[src/rtl/seq_detect_ctrl_pkg.sv]
// Shared types and default constants for the serial pattern detector controller.
package seq_detect_ctrl_pkg;

  localparam int unsigned DefWordW = 8;
  localparam int unsigned DefPatW  = 4;
  localparam logic [DefPatW-1:0] DefRstPattern = 4'b1011;

  typedef enum logic [1:0] {
    StIdle,
    StShift,
    StReport
  } ctrl_state_t;

endpackage

[src/rtl/seq_match_core.sv]
// Bit-serial pattern matcher: history shift register plus compare against the pattern.
module seq_match_core
  import seq_detect_ctrl_pkg::*;
#(
  parameter int unsigned PAT_W = DefPatW
) (
  input  logic             clk,
  input  logic             rst,
  input  logic             clear,
  input  logic             bit_valid,
  input  logic             bit_in,
  input  logic [PAT_W-1:0] pattern,
  input  logic             overlap,
  output logic             match
);

  localparam int unsigned FillW = $clog2(PAT_W + 1);

  logic [PAT_W-1:0] hist_q, hist_d, hist_shift;
  logic [FillW-1:0] fill_q, fill_d;
  logic             full;

  // fill_q counts fresh bits in history so an all-zero pattern cannot match cleared history.
  always_comb begin
    hist_shift = {hist_q[PAT_W-2:0], bit_in};
    full       = (fill_q >= FillW'(PAT_W - 1));
    match      = bit_valid && full && (hist_shift == pattern);
    hist_d     = hist_q;
    fill_d     = fill_q;
    if (clear) begin
      hist_d = '0;
      fill_d = '0;
    end else if (bit_valid) begin
      if (match && !overlap) begin
        hist_d = '0;
        fill_d = '0;
      end else begin
        hist_d = hist_shift;
        fill_d = full ? fill_q : fill_q + FillW'(1);
      end
    end
  end

  always_ff @(posedge clk) begin
    if (rst) begin
      hist_q <= '0;
      fill_q <= '0;
    end else begin
      hist_q <= hist_d;
      fill_q <= fill_d;
    end
  end

endmodule

[src/rtl/seq_detect_ctrl.sv]
// Word-level controller: accepts words, streams them MSB-first into the match core and
// reports per-word match count and first-match position.
module seq_detect_ctrl
  import seq_detect_ctrl_pkg::*;
#(
  parameter int unsigned WORD_W = DefWordW,
  parameter int unsigned PAT_W  = DefPatW,
  parameter logic [PAT_W-1:0] RST_PATTERN = DefRstPattern,
  parameter int unsigned CNT_W  = $clog2(WORD_W + 1),
  parameter int unsigned POS_W  = $clog2(WORD_W)
) (
  input  logic              clk,
  input  logic              rst,
  input  logic              cfg_we,
  input  logic [PAT_W-1:0]  cfg_pattern,
  input  logic              cfg_overlap,
  input  logic              in_valid,
  output logic              in_ready,
  input  logic [WORD_W-1:0] in_word,
  output logic              out_valid,
  input  logic              out_ready,
  output logic [CNT_W-1:0]  out_count,
  output logic              out_found,
  output logic [POS_W-1:0]  out_first_pos,
  output logic              busy
);

  ctrl_state_t       state_q, state_d;
  logic [WORD_W-1:0] word_q, word_d;
  logic [POS_W-1:0]  bit_idx_q, bit_idx_d;
  logic [CNT_W-1:0]  count_q, count_d;
  logic [POS_W-1:0]  first_pos_q, first_pos_d;
  logic [PAT_W-1:0]  pattern_q, pattern_d;
  logic              overlap_q, overlap_d;
  logic              core_clear, core_bit_valid, core_match;

  always_comb begin
    state_d        = state_q;
    word_d         = word_q;
    bit_idx_d      = bit_idx_q;
    count_d        = count_q;
    first_pos_d    = first_pos_q;
    pattern_d      = pattern_q;
    overlap_d      = overlap_q;
    core_clear     = 1'b0;
    core_bit_valid = 1'b0;
    in_ready       = 1'b0;
    out_valid      = 1'b0;
    unique case (state_q)
      StIdle: begin
        in_ready = 1'b1;
        // Config lands on the same edge as a word accept, so that word sees the new setting.
        if (cfg_we) begin
          pattern_d = cfg_pattern;
          overlap_d = cfg_overlap;
        end
        if (in_valid) begin
          word_d      = in_word;
          bit_idx_d   = '0;
          count_d     = '0;
          first_pos_d = '0;
          core_clear  = 1'b1;
          state_d     = StShift;
        end
      end
      StShift: begin
        core_bit_valid = 1'b1;
        word_d         = word_q << 1;
        if (core_match) begin
          count_d = count_q + CNT_W'(1);
          if (count_q == '0) first_pos_d = bit_idx_q;
        end
        if (bit_idx_q == POS_W'(WORD_W - 1)) begin
          state_d = StReport;
        end else begin
          bit_idx_d = bit_idx_q + POS_W'(1);
        end
      end
      StReport: begin
        out_valid = 1'b1;
        if (out_ready) state_d = StIdle;
      end
      default: state_d = StIdle;
    endcase
  end

  always_ff @(posedge clk) begin
    if (rst) begin
      state_q     <= StIdle;
      word_q      <= '0;
      bit_idx_q   <= '0;
      count_q     <= '0;
      first_pos_q <= '0;
      pattern_q   <= RST_PATTERN;
      overlap_q   <= 1'b1;
    end else begin
      state_q     <= state_d;
      word_q      <= word_d;
      bit_idx_q   <= bit_idx_d;
      count_q     <= count_d;
      first_pos_q <= first_pos_d;
      pattern_q   <= pattern_d;
      overlap_q   <= overlap_d;
    end
  end

  seq_match_core #(
    .PAT_W(PAT_W)
  ) u_match_core (
    .clk      (clk),
    .rst      (rst),
    .clear    (core_clear),
    .bit_valid(core_bit_valid),
    .bit_in   (word_q[WORD_W-1]),
    .pattern  (pattern_q),
    .overlap  (overlap_q),
    .match    (core_match)
  );

  assign out_count     = count_q;
  assign out_found     = (count_q != '0);
  assign out_first_pos = first_pos_q;
  assign busy          = (state_q != StIdle);

endmodule

[config.mk]
export PLATFORM = sky130hd
export DESIGN_NAME = seq_detect_ctrl
export DESIGN_NICKNAME = d
export VERILOG_FILES = /design/src/rtl/seq_detect_ctrl_pkg.sv /design/src/rtl/seq_match_core.sv /design/src/rtl/seq_detect_ctrl.sv
export SDC_FILE = /design/constraint.sdc
export NUM_CORES = 1
export LEC_CHECK = 0
export ABC_AREA = 1
export CAP_MARGIN = 10
export CORE_UTILIZATION = 51
export DETAILED_ROUTE_END_ITERATION = 16
export HOLD_SLACK_MARGIN = 0.03
export PLACE_DENSITY = 0.87
export SYNTH_ARGS = -nofsm -noshare
export SYNTH_HDL_FRONTEND = slang
export SYNTH_SLANG_ARGS = --single-unit
[constraint.sdc]
create_clock -name clk -period 1.99 [get_ports clk]
set_clock_uncertainty 0.05 [all_clocks]
set_input_delay 0.398 -clock clk [delete_from_list [all_inputs] [get_ports clk]]
set_output_delay 0.398 -clock clk [all_outputs]
set_load 0.01 [all_outputs]
# Word-level counts from Yosys, hierarchy flattened
# Index checks and enable logic that the tools add are counted.
# totals
ff_bits	31
input_bits	18
word_cells	64
output_inout_bits	11
# op_classes
n_reduce_logical	17
addsub	3
mux	23
magnitude_cmp	1
n_eq_ne	11
# op_table
operator	count
two-way mux 3 bit	7
one-hot mux 8 bit (2 select lines)	1
inequality test 2 bit (second input constant)	7
one-hot mux 3 bit (2 select lines)	2
AND reduction 3 bit	3
two-way mux 4 bit	2
two-way mux 8 bit	1
one-hot mux 4 bit (2 select lines)	1
adder 3 x 1 -> 3 bit (second input constant)	2
two-way mux 2 bit	3
one-hot mux 2 bit (3 select lines)	1
AND reduction 2 bit	3
two-way mux 1 bit	5
adder 4 x 1 -> 4 bit (second input constant)	1
equality test 4 bit	1
zero test 4 bit	1
AND reduction 4 bit	1
nonzero test 2 bit	2
nonzero test 4 bit	1
equality test 3 bit (second input constant)	1
>= comparator 3 x 2 -> 1 bit (second input constant)	1
logical AND 1 bit	3
equality test 2 x 1 -> 1 bit (second input constant)	1
equality test 2 bit (second input constant)	1
other kinds (3)	3

# Depth between registers and ports, before layout
# depth
ltp_word	7
ltp_mapped	11
mapped_depth_nobuf	11

# Modules after synthesis
# Synthesis repeated with hierarchy kept, for this count alone.
# hier_totals
hier_cells	242
area_unflattened_um2	1601.5
# modules_own_cells
mod	cells_per_inst	seq_area_each_um2	area_per_inst_um2	n_inst
seq_detect_ctrl	174	500.5	1173.6	1
seq_match_core	68	120.1	427.9	1

# Least setup slack after synthesis
# No wires, ideal clock.
# synth_path
path_kind	flip-flop to flip-flop
start	register u_match_core.fill_q[0]
end	register first_pos_q[0] (netlist: out_first_pos[0])
setup_time_ns	0.071
period_less_slack_ns	1.475
n_path_buf	0
path_stages_with_launch	12
slack_ns	0.515
arrival_ns	1.354
cell_sequence	dfxtp_1 -> ha_1 -> ha_1 -> nor2_1 -> nand2_1 -> nand2_1 -> inv_1 -> nand3_2 -> nand2_4 -> nand2_1 -> nand2_1 -> a21oi_1
# synth_between
elab_chain_cells	5
# synth_lines
item	line	rtl
start, declared	seq_match_core.sv:20	logic [FillW-1:0] fill_q, fill_d;
start signal, assigned	seq_match_core.sv:50	fill_q <= fill_d;
>= comparator 3 x 2 -> 1 bit	seq_match_core.sv:26	full = (fill_q >= FillW'(PAT_W - 1));
logical AND 1 bit (2 in a row)	seq_match_core.sv:27	match = bit_valid && full && (hist_shift == pattern);
inequality test 2 bit (no line)	-	
AND reduction 4 bit (no line)	-	
end signal, assigned	seq_detect_ctrl.sv:101	first_pos_q <= first_pos_d;
end, declared	seq_detect_ctrl.sv:32	logic [POS_W-1:0] first_pos_q, first_pos_d;
# No other way between the ends.
# A chain may end at the register's enable or synchronous reset.

# Worst setup path after layout
# layout_path
start	register state_q[1]
end	output port in_ready
# layout_between
elab_chain_cells	2
# layout_lines
item	line	rtl
start, declared	seq_detect_ctrl.sv:28	ctrl_state_t state_q, state_d;
start signal, assigned	seq_detect_ctrl.sv:89	state_q <= StIdle;
start signal, assigned	seq_detect_ctrl.sv:97	state_q <= state_d;
zero test 2 bit	seq_detect_ctrl.sv:49	unique case (state_q)
two-way mux 1 bit	seq_detect_ctrl.sv:49	
end, declared	seq_detect_ctrl.sv:18	output logic in_ready,
# No other way between the ends.

==> results.txt <==
R2r setup slk = 340 ps
Met2 Usage GRT = 35.38%
Final Core Density = 69.08%
Final TNS setup = 0 ps
CP max stage cell = clkdlybuf4s50_1
Post-DR vias/cell = 5.301
Synth top area share = 39.49%
Max VDD drop = 0.5277 mV
Yosys cell types = 28
Max_slew headroom = 70.91%
Hold crit path type = reg -> reg
Std-Cell Rows = 19
Leak Pwr = 0.8759 nW
Syn Std Cell Area = 0.001572 sq mm
Busiest grt layer = met2
Number of synthesized register bits = 31
Antenna Diode Count = 0
DRT Wirelength = 3137 microns
Final Critical Period = 1892 ps
Area growth syn-to-layout = 24.36%
Cts hold-fix bufs = 0
Failing checks = design-rule violations
Core area = 0.002829 sq mm
Sequential fraction of the synthesis area = 39.49%
Remaining antenna violation count = 0
CP endpoint kind = output port
Sink Count = 31
Met3 usage = 9.524%
Fin. max-slew vios = 0
CTS clk-pin slew, worst paths = 100 ps
CP required = 1540 ps
Die Span Y = 57.51 microns
DIE AREA = 0.003307 sq mm
Synth Warn # = 0
Root Buffer = clkbuf_4
Fillcell total = 230
Mapped Cells = 209
Least-Margin Pin Slew = 434.8 ps
Critical Setup Path Class = reg -> out
EDFF count, synth = 0
Clock latency on the worst-skew pair = 350 ps
Syn avg cell area = 7.519 sq um
Final setup viols = 0
Grt ovf = 0
I/O Buffers = 28
Starting Density = 55.55%
CTS Buf Count = 5
Slowest cell delay on critical path = 570 ps
PD cells = 767.0 mW/mm^2
DRT iter0 DRCs = 60
Post-synth top cells = nand2_1 (54), dfxtp_1 (31), inv_1 (22)
TritonCTS clock tree = done
Fin crit share = 95.10%
Global-route wire length before repair = 5464 microns
Gr usage total = 21.85%
Crit-path max FO = 3
HPWL Detailed = 2215 microns
CTS max path bufs = 2
DR pass1 iterations = 10
Non-Filler Instances = 272
Outcome = complete, but fails checks
Crit-path leading delay family = buffers and inverters
Layout net count = 264
Hold Vio Cnt, Final = 0
Asr flop ratio synth = 0%
Routing usage on met1 = 25.56%
Top post-synthesis cells by area = dfxtp_1 (39%), nand2_1 (13%), a21oi_1 (5.4%)
Chip width = 57.51 microns
# Max-Cap Violations = 0
Placed insts = 264
Most frequent cell after synthesis = nand2_1
Final Wtd Congestion = 0.8184
Unrepaired setup endpoints after global routing = no
Ys flop type = dfxtp_1
Yosys top cell by area = dfxtp_1
Pin count of the biggest net entering global routing = 18
Routed wire length per instance = 11.53 microns
CP Data Arrival Time = 1440 ps
Initial antenna violation count = 0
# DRC = 1
I/O pin total = 29
Layout cell share with drive strength beyond 1 = 14.11%
Worst-path cell chain = nor2_2 -> clkdlybuf4s50_1
Worst Path Buf+Inv = 1
Net Count, Synth = 233
CTS H-Tree Depth = 2
Vias post-DR = 1442
Vias in the first global route = 1308
Type of origin of the critical path = flop
Fmax = 0.5284 GHz
-- cell families (layout without fill, tap and decap cells) --
logic type	count (synthesis)	count (layout)	synth area share, %
and+or+nand+nor	91	91	27.39
AOI/OAI and AO/OA	45	45	16.80
buffers and inverters	34	66	10.43
DFF	31	31	39.49
adders and majority gates	6	6	4.777
xor gates and xnor gates	2	2	1.115
-- what timing repair did --
item	in CTS	in global routing
buffers inserted	0	0
resized for setup	4	1
setup endpoints to repair	2	1
-- state kept, by name, indices dropped and copies added (netlist names) --
register             flops
bit_idx_q                3
out_count                4
out_first_pos            3
overlap_q                1
pattern_q                4
state_q                  2
u_match_core.fill_q      3
u_match_core.hist_q      3
word_q                   8
-- through the flow --
step	power, mW	instance area, sq um	hold WS [ps]	setup WS [ps]
final	1.499	1954	421.4	97.55
after detailed placement	0.9858	1863	407.3	277.0
after CTS	1.505	1952	424.5	28.10
after global routing	1.585	1954	442.7	27.48
after floorplan	0.9028	1572	388.8	515.4
after global placement	0.9760	1863	401.4	317.0
-- layout by cell type (no fill, tap or decap), drive strengths merged, types with 7 or more instances in the layout --
| master | n |
|---|---|
| nand2 | 58 |
| dfxtp | 31 |
| a31oi | 7 |
| inv | 27 |
| nor2 | 22 |
| clkdlybuf4s50 | 26 |
| a21oi | 17 |
| o21ai | 17 |
-- where the power goes --
part           switching [mW]  internal (mW)  total (mW)  leakage [nW]
Clock                   0.229          0.297       0.526        0.0482
Sequential             0.0328          0.666       0.699         0.256
Combinational           0.155          0.119       0.274         0.572
-- layer usage --
metal | vias to the layer above | share of wire (%)
met5 | - | 0
met4 | 0 | 1.1
met3 | 4 | 4.6
met2 | 25 | 48
met1 | 672 | 46
li1 | 741 | -
-- layout make-up --
class	count	area [sq um]	share of cell area, %
flip-flops and latches	31	624.3	31.95
inverters	27	101.3	5.186
repair buffers	31	316.6	16.20
clock buffers	6	51.30	2.625
multi-input cells	144	787.0	40.27
clock inverters	2	35.03	1.793
well taps	31	38.79	1.985
-- worst reg2reg max path, stage by stage, from the launching register on --
cell and delay (ps):
dfxtp_1 350, ha_1 210, ha_1 170, nor2_1 90
nand2_1 90, nand2_1 70, inv_1 70, nand3_2 90
nand2_4 90, nand2_1 110, nand2_1 60, a21oi_1 120
-- worst paths after layout --
path | endpoint | depth (start not counted) | startpoint
setup / recovery | in_ready | 2 | state_q[1]
hold / removal | out_first_pos[1] | 2 | out_first_pos[1]
setup reg to reg | out_first_pos[1] | 11 | u_match_core.fill_q[0]
hold reg to reg | out_first_pos[1] | 2 | out_first_pos[1]
Power figures use the tool's default switching activity.
